## src/rtl/l2_arb_pkg.sv

```systemverilog
// Shared types and default widths for the L2 front-end arbiter.
// l2_req_t is the request record at the default widths.
package l2_arb_pkg;

    localparam int DEF_ADDR_W = 32;
    localparam int DEF_LINE_W = 256;

    typedef enum logic [1:0] {
        IDLE    = 2'd0,
        SERVE_I = 2'd1,
        SERVE_D = 2'd2
    } arb_state_t;

    typedef struct packed {
        logic                  read;
        logic                  write;
        logic [DEF_ADDR_W-1:0] addr;
        logic [DEF_LINE_W-1:0] wdata;
    } l2_req_t;

endpackage

```

## src/rtl/l2_arbiter_rr_pick2.sv

```systemverilog
// Pure two-way round-robin picker: a lone requester always wins.
// On a tie, prio_d chooses the D side.
module l2_arbiter_rr_pick2 (
    input  logic req_i,
    input  logic req_d,
    input  logic prio_d,
    output logic gnt_i,
    output logic gnt_d
);

    assign gnt_i = req_i & (~req_d | ~prio_d);
    assign gnt_d = req_d & (~req_i |  prio_d);

endmodule

```

## src/rtl/l2_arbiter.sv

```systemverilog
// Arbitrates L1 I-cache reads and D-cache reads/writebacks onto the single L2 port.
// One transaction is outstanding at a time; every response is followed by one IDLE cycle.
module l2_arbiter
    import l2_arb_pkg::*;
#(
    parameter int ADDR_W = DEF_ADDR_W,
    parameter int LINE_W = DEF_LINE_W
) (
    input  logic              clk,
    input  logic              rst,
    input  logic              i_read,
    input  logic [ADDR_W-1:0] i_addr,
    output logic              i_resp,
    output logic [LINE_W-1:0] i_rdata,
    input  logic              d_read,
    input  logic              d_write,
    input  logic [ADDR_W-1:0] d_addr,
    input  logic [LINE_W-1:0] d_wdata,
    output logic              d_resp,
    output logic [LINE_W-1:0] d_rdata,
    output logic              l2_read,
    output logic              l2_write,
    output logic [ADDR_W-1:0] l2_addr,
    output logic [LINE_W-1:0] l2_wdata,
    input  logic              l2_resp,
    input  logic [LINE_W-1:0] l2_rdata
);

    typedef struct packed {
        logic              read;
        logic              write;
        logic [ADDR_W-1:0] addr;
        logic [LINE_W-1:0] wdata;
    } req_t;

    arb_state_t state_q, state_d;
    logic       prio_d_q, prio_d_d;
    req_t       l2_req_q, l2_req_d;

    logic cand_i, cand_d;
    logic gnt_i, gnt_d;

    assign cand_i = i_read;
    assign cand_d = d_read | d_write;

    l2_arbiter_rr_pick2 u_rr_pick2 (
        .req_i  (cand_i),
        .req_d  (cand_d),
        .prio_d (prio_d_q),
        .gnt_i  (gnt_i),
        .gnt_d  (gnt_d)
    );

    always_comb begin
        // NOTE: every next-state signal starts from its current value so no branch can infer a latch.
        state_d  = state_q;
        prio_d_d = prio_d_q;
        l2_req_d = l2_req_q;
        case (state_q)
            IDLE: begin
                if (gnt_i) begin
                    state_d        = SERVE_I;
                    prio_d_d       = 1'b1;
                    l2_req_d.read  = 1'b1;
                    l2_req_d.write = 1'b0;
                    l2_req_d.addr  = i_addr;
                end else if (gnt_d) begin
                    // A writeback wins over a read when both strobes are up.
                    state_d        = SERVE_D;
                    prio_d_d       = 1'b0;
                    l2_req_d.read  = ~d_write;
                    l2_req_d.write = d_write;
                    l2_req_d.addr  = d_addr;
                    l2_req_d.wdata = d_wdata;
                end
            end
            SERVE_I, SERVE_D: begin
                if (l2_resp) begin
                    state_d        = IDLE;
                    l2_req_d.read  = 1'b0;
                    l2_req_d.write = 1'b0;
                end
            end
            default: state_d = IDLE;
        endcase
    end

    always_ff @(posedge clk) begin
        // NOTE: flops use non-blocking assignments so every register samples the pre-edge values together.
        if (!rst) begin
            state_q  <= IDLE;
            prio_d_q <= 1'b0;
            l2_req_q <= '0;
        end else begin
            state_q  <= state_d;
            prio_d_q <= prio_d_d;
            l2_req_q <= l2_req_d;
        end
    end

    assign l2_read  = l2_req_q.read;
    assign l2_write = l2_req_q.write;
    assign l2_addr  = l2_req_q.addr;
    assign l2_wdata = l2_req_q.wdata;

    // Response steering decodes only registered state, so l2_resp never reaches l2_read/l2_write.
    assign i_resp  = l2_resp & (state_q == SERVE_I);
    assign d_resp  = l2_resp & (state_q == SERVE_D);
    assign i_rdata = l2_rdata;
    assign d_rdata = l2_rdata;

endmodule

```

## config.mk

```make
export PLATFORM = sky130hd
export DESIGN_NAME = l2_arbiter
export DESIGN_NICKNAME = d
export VERILOG_FILES = /design/src/rtl/l2_arb_pkg.sv /design/src/rtl/l2_arbiter_rr_pick2.sv /design/src/rtl/l2_arbiter.sv
export SDC_FILE = /design/constraint.sdc
export NUM_CORES = 1
export LEC_CHECK = 0
export BUFFER_PORTS_ARGS = -buffer_cell sky130_fd_sc_hd__buf_4
export CELL_PAD_IN_SITES_DETAIL_PLACEMENT = 0
export CELL_PAD_IN_SITES_GLOBAL_PLACEMENT = 2
export CORE_AREA = 5 5 542 544
export CTS_CLUSTER_DIAMETER = 60
export DETAILED_ROUTE_END_ITERATION = 7
export DIE_AREA = 0 0 547 549
export GPL_TIMING_DRIVEN = 0
export PLACE_DENSITY = 0.3
export SKIP_CTS_REPAIR_TIMING = 1
export SLEW_MARGIN = 0
export SYNTH_ARGS = -nofsm -noshare
export SYNTH_HDL_FRONTEND = slang
export SYNTH_SLANG_ARGS = --single-unit
```

## constraint.sdc

```tcl
create_clock -name clk -period 1.45 [get_ports clk]
set_input_delay 0.29 -clock clk [delete_from_list [all_inputs] [get_ports clk]]
set_output_delay 0.29 -clock clk [all_outputs]
set_load 0.05 [all_outputs]
```

Word level (Yosys, flattened, before mapping)
Cells that the tools add are included.
{ "word_totals": {"register_bits": 293, "wordCells": 39} }
{ "op_classes": {"muxes": 9, "reduce_logical": 8, "bitwise_logic": 12, "n_eq_ne": 4} }
{ "ops": {"columns": ["operator", "count"], "rows": [
  ["$mux 290", 1],
  ["$mux 34", 1],
  ["$pmux 2 s2", 2],
  ["$mux 2", 3],
  ["$reduce_and 3->1", 2],
  ["$not 1->1", 5],
  ["$and 1x1->1", 4],
  ["$reduce_and 2->1", 2],
  ["$reduce_bool 2->1", 2],
  ["$ne 3x3->1 const B", 1],
  ["$or 1x1->1", 3],
  ["$eq 2x1->1 const B", 1],
  ["$eq 2x2->1 const B", 1],
  ["$logic_not 2->1", 1],
  ["$mux 1", 2],
  ["$ne 2x2->1 const B", 1],
  ["$reduce_or 2->1", 1]
]} }

Depth between registers and ports, before layout
Gate-level depths: netlist of the first run.
{ "logic_depth": {"word_depth": 6, "depth_mapped": 8} }

Cells and area by module
A second synthesis of the first run with hierarchy kept.
{ "hier_totals": {"hier_cells": 1827, "area_unflattened_um2": 15005.6} }
{ "by_module_without_submodules": {"columns": ["mod", "area_per_inst_um2", "cells_each", "instances"], "rows": [
  ["l2_arbiter", 14986.9, 1824, 1],
  ["l2_arbiter_rr_pick2", 18.8, 3, 1]
]} }

Least setup slack after synthesis of the first run
OpenSTA, ideal clock, no wires.
{ "synth_timing": {"kind": "reg-to-reg", "start": "register state_q[0]", "end": "register l2_req_q (netlist bit l2_write)", "synth_period_minus_slack_ns": 1.511, "path_buffers": 0, "slack_ns": -0.061, "stages_incl_launch_ff": 6, "t_arrival_ns": 1.441, "cell_sequence": "dfxtp_1 inv_1 ha_1 mux2i_1 or4b_1 a21boi_1"} }
{ "synth_between": {"elab_chain_len": 4, "word_cells_on_any_way": 9, "cone_classes": "eq/ne (4); mux (1); reduce/logical (4)"} }
{ "synth_lines": {"columns": ["element", "line_no", "text"], "rows": [
  ["start: declaration", "l2_arbiter.sv:36", "arb_state_t state_q, state_d;"],
  ["start signal: assignment", "l2_arbiter.sv:95", "state_q <= state_d;"],
  ["$eq 2x1->1 or $eq 2x2->1 (tied branches)", "l2_arbiter.sv:59", "case (state_q)"],
  ["$reduce_or 2->1", "l2_arbiter.sv:59", null],
  ["$ne 2x2->1 (no line) or $reduce_bool 2->1 (tied branches)", null, null],
  ["$reduce_and 3->1 (no line)", null, null],
  ["end signal: assignment", "l2_arbiter.sv:97", "l2_req_q <= l2_req_d;"],
  ["end: declaration", "l2_arbiter.sv:38", "req_t l2_req_q, l2_req_d;"]
]} }
Several ways; a longest one is shown, not always the timed one.
A chain may end at the register's enable or synchronous reset.

Worst setup path in the final report of the first run
{ "layout_timing": {"start": "register state_q[1]", "end": "output i_resp"} }
{ "layout_between": {"elab_chain_len": 2} }
{ "layout_lines": {"columns": ["element", "line_no", "text"], "rows": [
  ["$eq 2x1->1", "l2_arbiter.sv:107", "assign i_resp = l2_resp & (state_q == SERVE_I);"],
  ["$and 1x1->1", "l2_arbiter.sv:107", null],
  ["end: declaration", "l2_arbiter.sv:13", "output logic i_resp,"]
]} }
Every way passes these cells.

==> results of run 1 <==
==> kinds of logic after synthesis <==
logic type | share of synthesized area (%)
buffers and inverters | 28.89
AOI/OAI and AO/OA | 23.19
and+or+nand+nor | 10.62
DFF | 37.00
adders and majority gates | 0.2368
muxes | 0.06314
==> state kept, by name, indices dropped and copies added (netlist names) <==
register	flops
l2_read	1
l2_write	1
l2_addr	32
l2_wdata	256
prio_d_q	1
state_q	2
==> final cells by class <==
cell class,count,area [µm²],share of cell area [%]
inverter,3,13.76,0.03833
sequential,293,5874,16.36
buffer,682,5155,14.36
tap,3800,4755,13.24
clock inverter,43,565.5,1.575
multi-input combinational,929,5584,15.55
antenna,15,37.54,0.1045
timing repair buffer,1460,11880,33.07
clock buffer,94,2048,5.704
==> worst max-delay path: stages (launching register included) <==
cell and delay, ps:
dfxtp_4 360, inv_4 60, ha_2 150, and2_4 140, buf_8 140
==> power by group <==
| group | switching, µW | internal [µW] | total, µW |
|---|---|---|---|
| combinational | 10700 | 5560 | 16300 |
| sequential | 504 | 8870 | 9380 |
| clock | 6290 | 11600 | 17900 |
| total | 17500 | 26100 | 43600 |
==> worst min path at each step <==
stage	startpoint	endpoint	slack, ps
finish	d_wdata[3]	l2_wdata[3]	20
detailed placement	l2_wdata[115]	l2_wdata[115]	470
CTS	d_wdata[178]	l2_wdata[178]	-260
floorplan	d_wdata[111]	l2_wdata[111]	440
global placement	l2_wdata[183]	l2_wdata[183]	460
global route	d_wdata[3]	l2_wdata[3]	10
==> placed cells by master, fill, tap and decap left out, drive strengths merged <==
cell type	netlist	final
a211o	1	1
a21boi	261	261
a31oi	32	32
and2	2	2
buf	577	1732
bufinv	0	9
clkbuf	105	185
clkinv	0	23
clkinvlp	0	9
dfxtp	293	293
diode	0	15
dlygate4sd3	0	319
ha	3	3
inv	3	5
mux2i	1	1
nand2	1	1
nand2b	2	2
nand3	321	321
nand3b	1	1
nor2	1	1
nor2b	2	2
nor4b	1	1
o2111ai	1	1
o21a	1	1
o21ai	294	294
o21bai	1	1
o31a	1	1
or2	1	1
or4b	1	1
==> stage by stage <==
stage / instances / setup TNS, ps / power [µW] / setup WS [ps]
after floorplan: 1907 / 0 / 18120 / 25.11
after global placement: 6833 / -366140 / 24690 / -1705
after detailed placement: 6834 / -336620 / 24630 / -1684
after CTS: 6971 / -357890 / 43470 / -1554
after global routing: 7313 / -155890 / 46090 / -461.6
final: 7319 / -88340 / 43580 / -349.6
==> per-layer routing <==
metal  vias to the layer above  global-route usage [%]  part of all wire (%)
met3                       118                   6.945                    14
met4                         4                   2.139                   1.5
met1                      9172                   11.35                    39
met5                         -                       0                 0.016
li1                       9232                       -                     -
met2                       930                   16.74                    46
==> results.py, run 1 <==
metrics = {
    "place": {
        "hpwl_um": 141600,
        "placed_area_um2": 29100,
        "gp_congestion": 0.8282,
        "io_buffer_count": 1126,
    },
    "yosys": {
        "yosysWarnings": 0,
        "avgSynthCellArea_um2": 8.313,
        "netlist_instances": 1907,
        "synth_top_cells_by_count": "518 x buf_4, 321 x nand3_1, 293 x dfxtp_1",
        "synth_area_leaders": "dfxtp_1 37%, buf_4 25%, nand3_1 10%, a21boi_0 10%, o21ai_0 9.2%",
        "synth_edf_count": 0,
        "async_flop_share_pct": 0,
        "synth.net_count": 2492,
        "yosysTopAreaCellShare_pct": 37.00,
        "ys_types": 31,
        "synthFlopType": "dfxtp_1",
        "ys_seq_elements": 293,
        "synth_most_common_cell": "buf_4",
        "synth.yosys.seq_area_share_pct": 37.00,
        "yosysTopAreaCell": "dfxtp_1",
        "netlist_area_um2": 15850,
    },
    "sta": {
        "rsz0062_at_grt": "true",
        "setup_ws_ps": -349.6,
        "drv_slew": 0,
        "finalCritPeriodShare_pct": 124.1,
        "fmax_ghz": 0.5557,
        "setup_viol_count_final": 582,
        "max_slew_margin_pct": 36.82,
        "min_period_ps": 1800,
        "holdWs_ps": 23.28,
        "tightest_slew_ps": 947.7,
        "worst_clock_skew_ps": 29.22,
        "finalHoldViolations": 0,
    },
    "worst_setup_path": {
        "critical_path_class": "reg2out",
        "worstPathRequired_ps": 1160,
        "startpoint_type": "register",
        "reg2reg_depth": 8,
        "cp_data_arrival_time_ps": 1510,
        "reg2reg_to": "l2_wdata[35]",
        "endpoint_kind": "output pin",
        "crit_start": "state_q[1]",
        "crit_path_end": "i_resp",
        "worst-path-max-fanout": 3,
        "r2r_slack_ps": -350,
        "r2r-start": "state_q[0]",
    },
    "global_routing": {
        "grt_max_degree": 12,
        "grt_pass1_wl_um": 207200,
        "grt_remaining_overflow": 0,
        "grt_use_total_pct": 10.39,
        "grt_pass1_vias": 19590,
        "antenna_found_initial": 29,
    },
    "floorplan": {
        "ios": 1386,
        "die_x_um": 547,
        "rows": 198,
        "core-area_um2": 289100,
        "start_util_pct": 5.483,
        "die_area_um2": 300300,
        "fp.dieH_um": 549,
    },
    "flow_run": {
        "maxCapViolations": 0,
    },
    "status": {
        "status": "complete, but fails checks",
        "violations": "setup timing",
    },
    "routing": {
        "vias_per_cell": 2.658,
        "firstDrtPassIters": 4,
        "ant_nets": 0,
        "via_count": 19460,
        "post_drt_wl_per_cell_um": 22.54,
        "drcViolationCount": 0,
        "wirelength_um": 165000,
        "drtIter0Drc": 572,
    },
    "clock_tree": {
        "root_buffer": "clkbuf_16",
        "clkSinkCount": 293,
        "cts_tree": "done",
        "htreeDepth": 3,
        "cts_buffers": 74,
        "cts.clk_slew.worst_paths_ps": 40,
        "clockBufferDepth": 3,
        "insertion_delay_ps": 680,
    },
    "finish": {
        "nets": 4028,
        "nFillCells": 33370,
        "design_area_um2": 35910,
        "final_core_util_pct": 12.42,
        "area_growth_syn_to_layout_pct": 126.5,
        "layout-drive-gt1-share_pct": 55.68,
    },
    "min_path": {
        "hp-class": "in2reg",
        "hold_path_depth": 3,
    },
    "power": {
        "peakVddDrop_v": 0.0006531,
        "cellLeakagePower_uw": 0.01533,
        "power.density_nw_per_um2": 1214,
    },
}
(Power assumes the default switching activity.)
==> run 2, diff against run 1 <==
--- a/config.mk
+++ b/config.mk
@@ -5,17 +5,19 @@
 export SDC_FILE = /design/constraint.sdc
 export NUM_CORES = 1
 export LEC_CHECK = 0
+export ABC_AREA = 1
 export BUFFER_PORTS_ARGS = -buffer_cell sky130_fd_sc_hd__buf_4
 export CELL_PAD_IN_SITES_DETAIL_PLACEMENT = 0
 export CELL_PAD_IN_SITES_GLOBAL_PLACEMENT = 2
-export CORE_AREA = 5 5 542 544
+export CORE_AREA = 5 5 530 532
 export CTS_CLUSTER_DIAMETER = 60
 export DETAILED_ROUTE_END_ITERATION = 7
-export DIE_AREA = 0 0 547 549
+export DIE_AREA = 0 0 535 537
 export GPL_TIMING_DRIVEN = 0
-export PLACE_DENSITY = 0.3
+export PLACE_DENSITY = 0.31
 export SKIP_CTS_REPAIR_TIMING = 1
 export SLEW_MARGIN = 0
 export SYNTH_ARGS = -nofsm -noshare
 export SYNTH_HDL_FRONTEND = slang
+export SYNTH_HIERARCHICAL = 1
 export SYNTH_SLANG_ARGS = --single-unit
==> results.py, run 2 <==
metrics = {
    "clock_tree": {
        "clkSinkCount": 293,
        "cts_buffers": 72,
        "root_buffer": "clkbuf_16",
        "clockBufferDepth": 3,
        "cts_tree": "done",
        "cts.clk_slew.worst_paths_ps": 50,
        "htreeDepth": 3,
        "insertion_delay_ps": 670,
    },
    "sta": {
        "fmax_ghz": 0.5342,
        "setup_ws_ps": -422.1,
        "rsz0062_at_grt": "true",
        "tightest_slew_ps": 1252,
        "finalHoldViolations": 0,
        "setup_viol_count_final": 583,
        "min_period_ps": 1872,
        "finalCritPeriodShare_pct": 129.1,
        "worst_clock_skew_ps": 19.61,
        "max_slew_margin_pct": 16.56,
        "drv_slew": 0,
    },
    "global_routing": {
        "grt_max_degree": 12,
        "grt_remaining_overflow": 0,
        "grt_pass1_wl_um": 201000,
        "grt_use_total_pct": 10.68,
        "grt_pass1_vias": 18220,
        "antenna_found_initial": 41,
    },
    "yosys": {
        "yosysTopAreaCellShare_pct": 38.83,
        "synth_top_cells_by_count": "523 x buf_4, 401 x nand2_1, 293 x a21oi_1, 293 x dfxtp_1, 261 x nand3_1",
        "synth_area_leaders": "dfxtp_1 39%, buf_4 26%, nand2_1 10%, a21oi_1 9.7%, nand3_1 8.6%",
        "synthFlopType": "dfxtp_1",
        "synthMuxAreaShare_pct": 0,
        "synth.yosys.seq_area_share_pct": 38.83,
        "yosysTopAreaCell": "dfxtp_1",
        "yosysWarnings": 6,
        "synth-simple-area-share_pct": 19.04,
        "synth.net_count": 2539,
        "synth_most_common_cell": "buf_4",
        "synth_edf_count": 0,
        "netlist_area_um2": 15110,
        "synth_fa_ha_area_share_pct": 0.3313,
        "synth-xor-area-share_pct": 0,
        "async_flop_share_pct": 0,
        "synth_top_family_by_area": "buffers and inverters",
        "netlist_instances": 1953,
        "ys_types": 19,
        "synth-compound-area-share_pct": 10.79,
        "avgSynthCellArea_um2": 7.735,
        "ys_seq_elements": 293,
    },
    "routing": {
        "drcViolationCount": 0,
        "top_layer_used": "met5",
        "drtIter0Drc": 616,
        "wl_met2_um": 78310,
        "vias_per_cell": 2.572,
        "wirelength_um": 164600,
        "wl_met3_um": 23100,
        "via_count": 18560,
        "post_drt_wl_per_cell_um": 22.81,
        "firstDrtPassIters": 4,
        "ant_nets": 0,
        "wl_met1_um": 59360,
    },
    "worst_setup_path": {
        "reg2reg_depth": 12,
        "endpoint_kind": "register",
        "worstPathRequired_ps": 1960,
        "r2r-start": "prio_d_q",
        "cp_data_arrival_time_ps": 2390,
        "reg2reg_to": "l2_wdata[119]",
        "r2r_slack_ps": -420,
        "critical_path_class": "reg2reg",
        "startpoint_type": "register",
        "worst-path-max-fanout": 8,
    },
    "floorplan": {
        "start_util_pct": 5.482,
        "die_x_um": 535,
        "ios": 1386,
        "rows": 193,
        "core-area_um2": 275500,
        "die_area_um2": 287300,
        "fp.dieH_um": 537,
    },
    "flow_run": {
        "maxCapViolations": 0,
    },
    "finish": {
        "nets": 4023,
        "regArea_um2": 5872,
        "multiInputGateArea_um2": 5291,
        "final_core_util_pct": 12.66,
        "layout_common_cells": "1,658 x buf_4, 334 x nand2_1, 290 x dfxtp_1, 260 x dlygate4sd3_1, 250 x nand3_1",
        "nFillCells": 31830,
        "layout-drive-gt1-share_pct": 58.04,
        "design_area_um2": 34890,
        "layout_commonest_cell": "buf_4",
        "area_growth_syn_to_layout_pct": 131.0,
        "largest_register_ff_count": 256,
    },
    "status": {
        "violations": "setup timing",
        "status": "complete, but fails checks",
    },
    "place": {
        "place_ws_ps": -2281,
        "gp_congestion": 0.8490,
        "placed_area_um2": 28270,
        "hpwl_um": 141900,
        "io_buffer_count": 1129,
    },
    "power": {
        "peakVddDrop_v": 0.0007126,
        "cellLeakagePower_uw": 0.01506,
        "seq_power_share_pct": 22.1,
        "total_power_uw": 41840,
        "p_comb_share_pct": 36.5,
        "clock_power_share_pct": 41.4,
        "swShare_pct": 40.19,
        "power.density_nw_per_um2": 1199,
        "switching_power_uw": 16810,
        "internal-power_uw": 25020,
    },
    "min_path": {
        "min_to": "l2_addr[8]",
        "hold_start": "i_addr[8]",
        "hp-class": "in2reg",
        "hold_path_depth": 5,
    },
}
## run 2: cell types whose count changed in the layout (fill, tap and decap cells not counted), moves of 14 or more
cell,delta
a21boi_0,-138
a21boi_1,-120
a21oi_1,+239
a21oi_2,+53
a31oi_1,-32
buf_6,-18
clkbuf_2,-19
dlygate4sd3_1,-59
nand2_1,+333
nand2_4,+55
nand3_1,-51
o21ai_0,-247
o21ai_1,-14
## run 2: final cells by class
type,count,share of cell area [%]
Clock inverter,45,1.606
Sequential cell,293,16.83
Clock buffer,88,5.536
Tap cell,3705,13.29
Inverter,14,0.1721
Antenna cell,12,0.08606
Timing Repair Buffer,1410,32.97
Multi-Input combinational cell,1000,15.16
Buffer,646,14.35
## run 2: worst max-delay path, stage by stage (launching register included)
cell and delay, ps:
dfxtp_4 370, nand2_2 60, nand2_2 60, buf_8 140, inv_8 40, nor2_8 100
buf_12 150, buf_8 120, nand2_8 110, clkbuf_16 230, clkbuf_16 180, nand2_1 60
a21oi_1 50
## run 2: worst max-delay path by stage
stage | slack (ps) | start | end
3_3_place_gp | -2250 | state_q[0] | l2_wdata[144]
4_1_cts | -2280 | state_q[0] | l2_wdata[136]
6_report | -420 | prio_d_q | l2_wdata[119]
3_5_place_dp | -2280 | state_q[0] | l2_wdata[136]
2_1_floorplan | -60 | d_read | l2_wdata[100]
5_1_grt | -540 | prio_d_q | l2_wdata[121]
## run 2: kinds of logic after synthesis
| family | after synthesis |
|---|---|
| adders and majority gates | 4 |
| DFF | 293 |
| AOI/OAI and AO/OA | 325 |
| and+or+nand+nor | 671 |
| buffers and inverters | 660 |
## run 2: layer usage
metal | vias up | GRT usage (%)
li1 | 8908 | -
met1 | 8487 | 10.99
met2 | 982 | 17.99
met3 | 162 | 6.983
met4 | 16 | 2.661
met5 | - | 0
## run 2: power groups by stage
| stage | Clock (µW) | Combinational, µW | Sequential, µW |
|---|---|---|---|
| 6_report | 17300 | 15300 | 9250 |
| 2_1_floorplan | 0 | 6150 | 11400 |
| 3_5_place_dp | 0 | 14100 | 9350 |
| 4_1_cts | 18300 | 14100 | 9210 |
| 3_3_place_gp | 0 | 14100 | 9340 |
| 5_1_grt | 18500 | 16300 | 9330 |
## run 2: stage by stage
stage          hold WS, ps  TNS [ps]  instances
6_report             26.79   -125140       7213
5_1_grt             0.5947   -197020       7208
4_1_cts             -224.1   -313390       6920
3_5_place_dp         451.9   -281160       6787
3_3_place_gp         448.8   -329250       6787
2_1_floorplan        410.4    -10250       1953
==> run 3, diff against run 2 <==
==> constraint.sdc (replaced) <==
create_clock -name clk -period 1.45 [get_ports clk]
set_input_delay 0.435 -clock clk [delete_from_list [all_inputs] [get_ports clk]]
set_output_delay 0.435 -clock clk [all_outputs]
set_load 0.05 [all_outputs]
==> results.py, run 3 (synthesis gave the netlist of run 2 again) <==
metrics = {
    "worst_setup_path": {
        "endpoint_kind": "output pin",
        "critical_path_class": "reg2out",
        "crit_start": "state_q[0]",
        "crit_top_cell": "inv_4",
        "startpoint_type": "register",
        "crit_path_top_delay_cell": "dfxtp_4",
        "reg2reg_depth": 12,
        "cp_data_arrival_time_ps": 1490,
        "worst-path-max-fanout": 3,
        "cp_cell_sequence": "inv_4 > ha_4 > nand2_4 > inv_4 > buf_12",
        "r2r-start": "prio_d_q",
        "max_stage_delay_ps": 370,
        "worstPathRequired_ps": 1020,
    },
    "global_routing": {
        "grt.busiest_layer": "met2",
        "use_met1_pct": 10.78,
        "grt_pass1_vias": 18310,
        "grt_use_total_pct": 10.52,
        "grtUsageMet2_pct": 18.22,
        "gr-usage-met3_pct": 6.534,
        "grt_remaining_overflow": 0,
        "grt_max_degree": 11,
        "antenna_found_initial": 29,
        "grt_pass1_wl_um": 198000,
    },
    "routing": {
        "drtIter0Drc": 571,
        "vias_per_cell": 2.542,
        "post_drt_wl_per_cell_um": 23.26,
        "drcViolationCount": 0,
        "via_count": 17740,
        "ant_nets": 0,
        "wirelength_um": 162300,
        "firstDrtPassIters": 5,
    },
    "clock_tree": {
        "insertion_delay_ps": 680,
        "cts.clk_slew.worst_paths_ps": 40,
        "cts_buffers": 73,
        "root_buffer": "clkbuf_16",
        "clkSinkCount": 293,
        "clockBufferDepth": 3,
        "cts_tree": "done",
        "htreeDepth": 3,
    },
    "place": {
        "gp_congestion": 0.8155,
        "dpl.cell_count": 6788,
        "hpwl_um": 139700,
        "placed_area_um2": 28290,
        "io_buffer_count": 1129,
    },
    "sta": {
        "rsz0062_at_grt": "true",
        "setup_ws_ps": -471.5,
        "finalCritPeriodShare_pct": 132.5,
        "setup_viol_count_final": 585,
        "worst_clock_skew_ps": 26.30,
        "max_slew_margin_pct": 10.93,
        "fmax_ghz": 0.5204,
        "tightest_slew_ps": 1336,
        "finalHoldViolations": 0,
        "drv_slew": 0,
        "min_period_ps": 1921,
    },
    "finish": {
        "design_area_um2": 33990,
        "layout-drive-gt1-share_pct": 68.02,
        "layout_common_cells": "1,656 x buf_4, 281 x dfxtp_1, 260 x nand2_1, 256 x nand3_1, 150 x a21oi_1",
        "nets": 3795,
        "largest_register_ff_count": 256,
        "area_growth_syn_to_layout_pct": 125.0,
        "fin_cells": 6979,
        "final_core_util_pct": 12.33,
        "layout_commonest_cell": "buf_4",
        "nFillCells": 31840,
    },
    "status": {
        "status": "complete, but fails checks",
        "violations": "setup timing",
    },
    "min_path": {
        "hold_path_depth": 3,
        "hold_start": "rst",
        "hp-class": "in2reg",
    },
    "power": {
        "cellLeakagePower_uw": 0.01462,
        "power.density_nw_per_um2": 1264,
        "total_power_uw": 42970,
        "peakVddDrop_v": 0.0007629,
    },
    "floorplan": {
        "die_area_um2": 287300,
        "fp.dieH_um": 537,
        "die_x_um": 535,
        "rows": 193,
        "ios": 1386,
        "start_util_pct": 5.482,
        "core-area_um2": 275500,
    },
    "flow_run": {
        "maxCapViolations": 0,
    },
}
run 3: worst paths after layout:
path | endpoint | slack, ps
max | d_resp | -470
min | l2_write | 40
max reg2reg | l2_wdata[134] | -450
min reg2reg | l2_wdata[220] | 460
run 3: routing by layer:
metal  wire length [µm]  up-vias
met1              58200     8233
met4               2810        8
met5                 55        -
met3              22140      133
met2              79100      917
li1                   -     8448
run 3: report_power, final:
group,internal (µW),switching [µW],leakage [µW]
registers,8740,628,0.00240
clock network,12100,6260,0.00127
logic,5260,9990,0.0110
total,26100,16900,0.0146
run 3: through the flow:
step           hold WS, ps  TNS, ps  worst slack, ps
2_1_floorplan        456.0   -51450           -202.9
5_1_grt             -2.136  -249160           -580.0
3_3_place_gp         450.2  -382170            -2193
3_5_place_dp         451.7  -326570            -1482
6_report             43.70  -175630           -471.5
4_1_cts             -95.84  -369390            -1494
run 3: layout make-up:
| cell class | instances | area [µm²] | share of cell area (%) |
|---|---|---|---|
| timing repair buffer | 1183 | 9457 | 27.83 |
| multi-input combinational | 1000 | 6183 | 18.19 |
| clock buffer | 90 | 2022 | 5.949 |
| buffer | 644 | 5064 | 14.90 |
| sequential | 293 | 5911 | 17.39 |
| antenna | 6 | 15.01 | 0.04418 |
| clock inverter | 44 | 630.6 | 1.856 |
| inverter | 14 | 67.56 | 0.1988 |
| tap | 3705 | 4636 | 13.64 |
run 3: worst max-delay path: cells and delay by family (launching register included):
kind,cells,cell delay (ps)
adders and majority gates,1,150
and+or+nand+nor,1,60
buffers and inverters,3,230
DFF,1,370
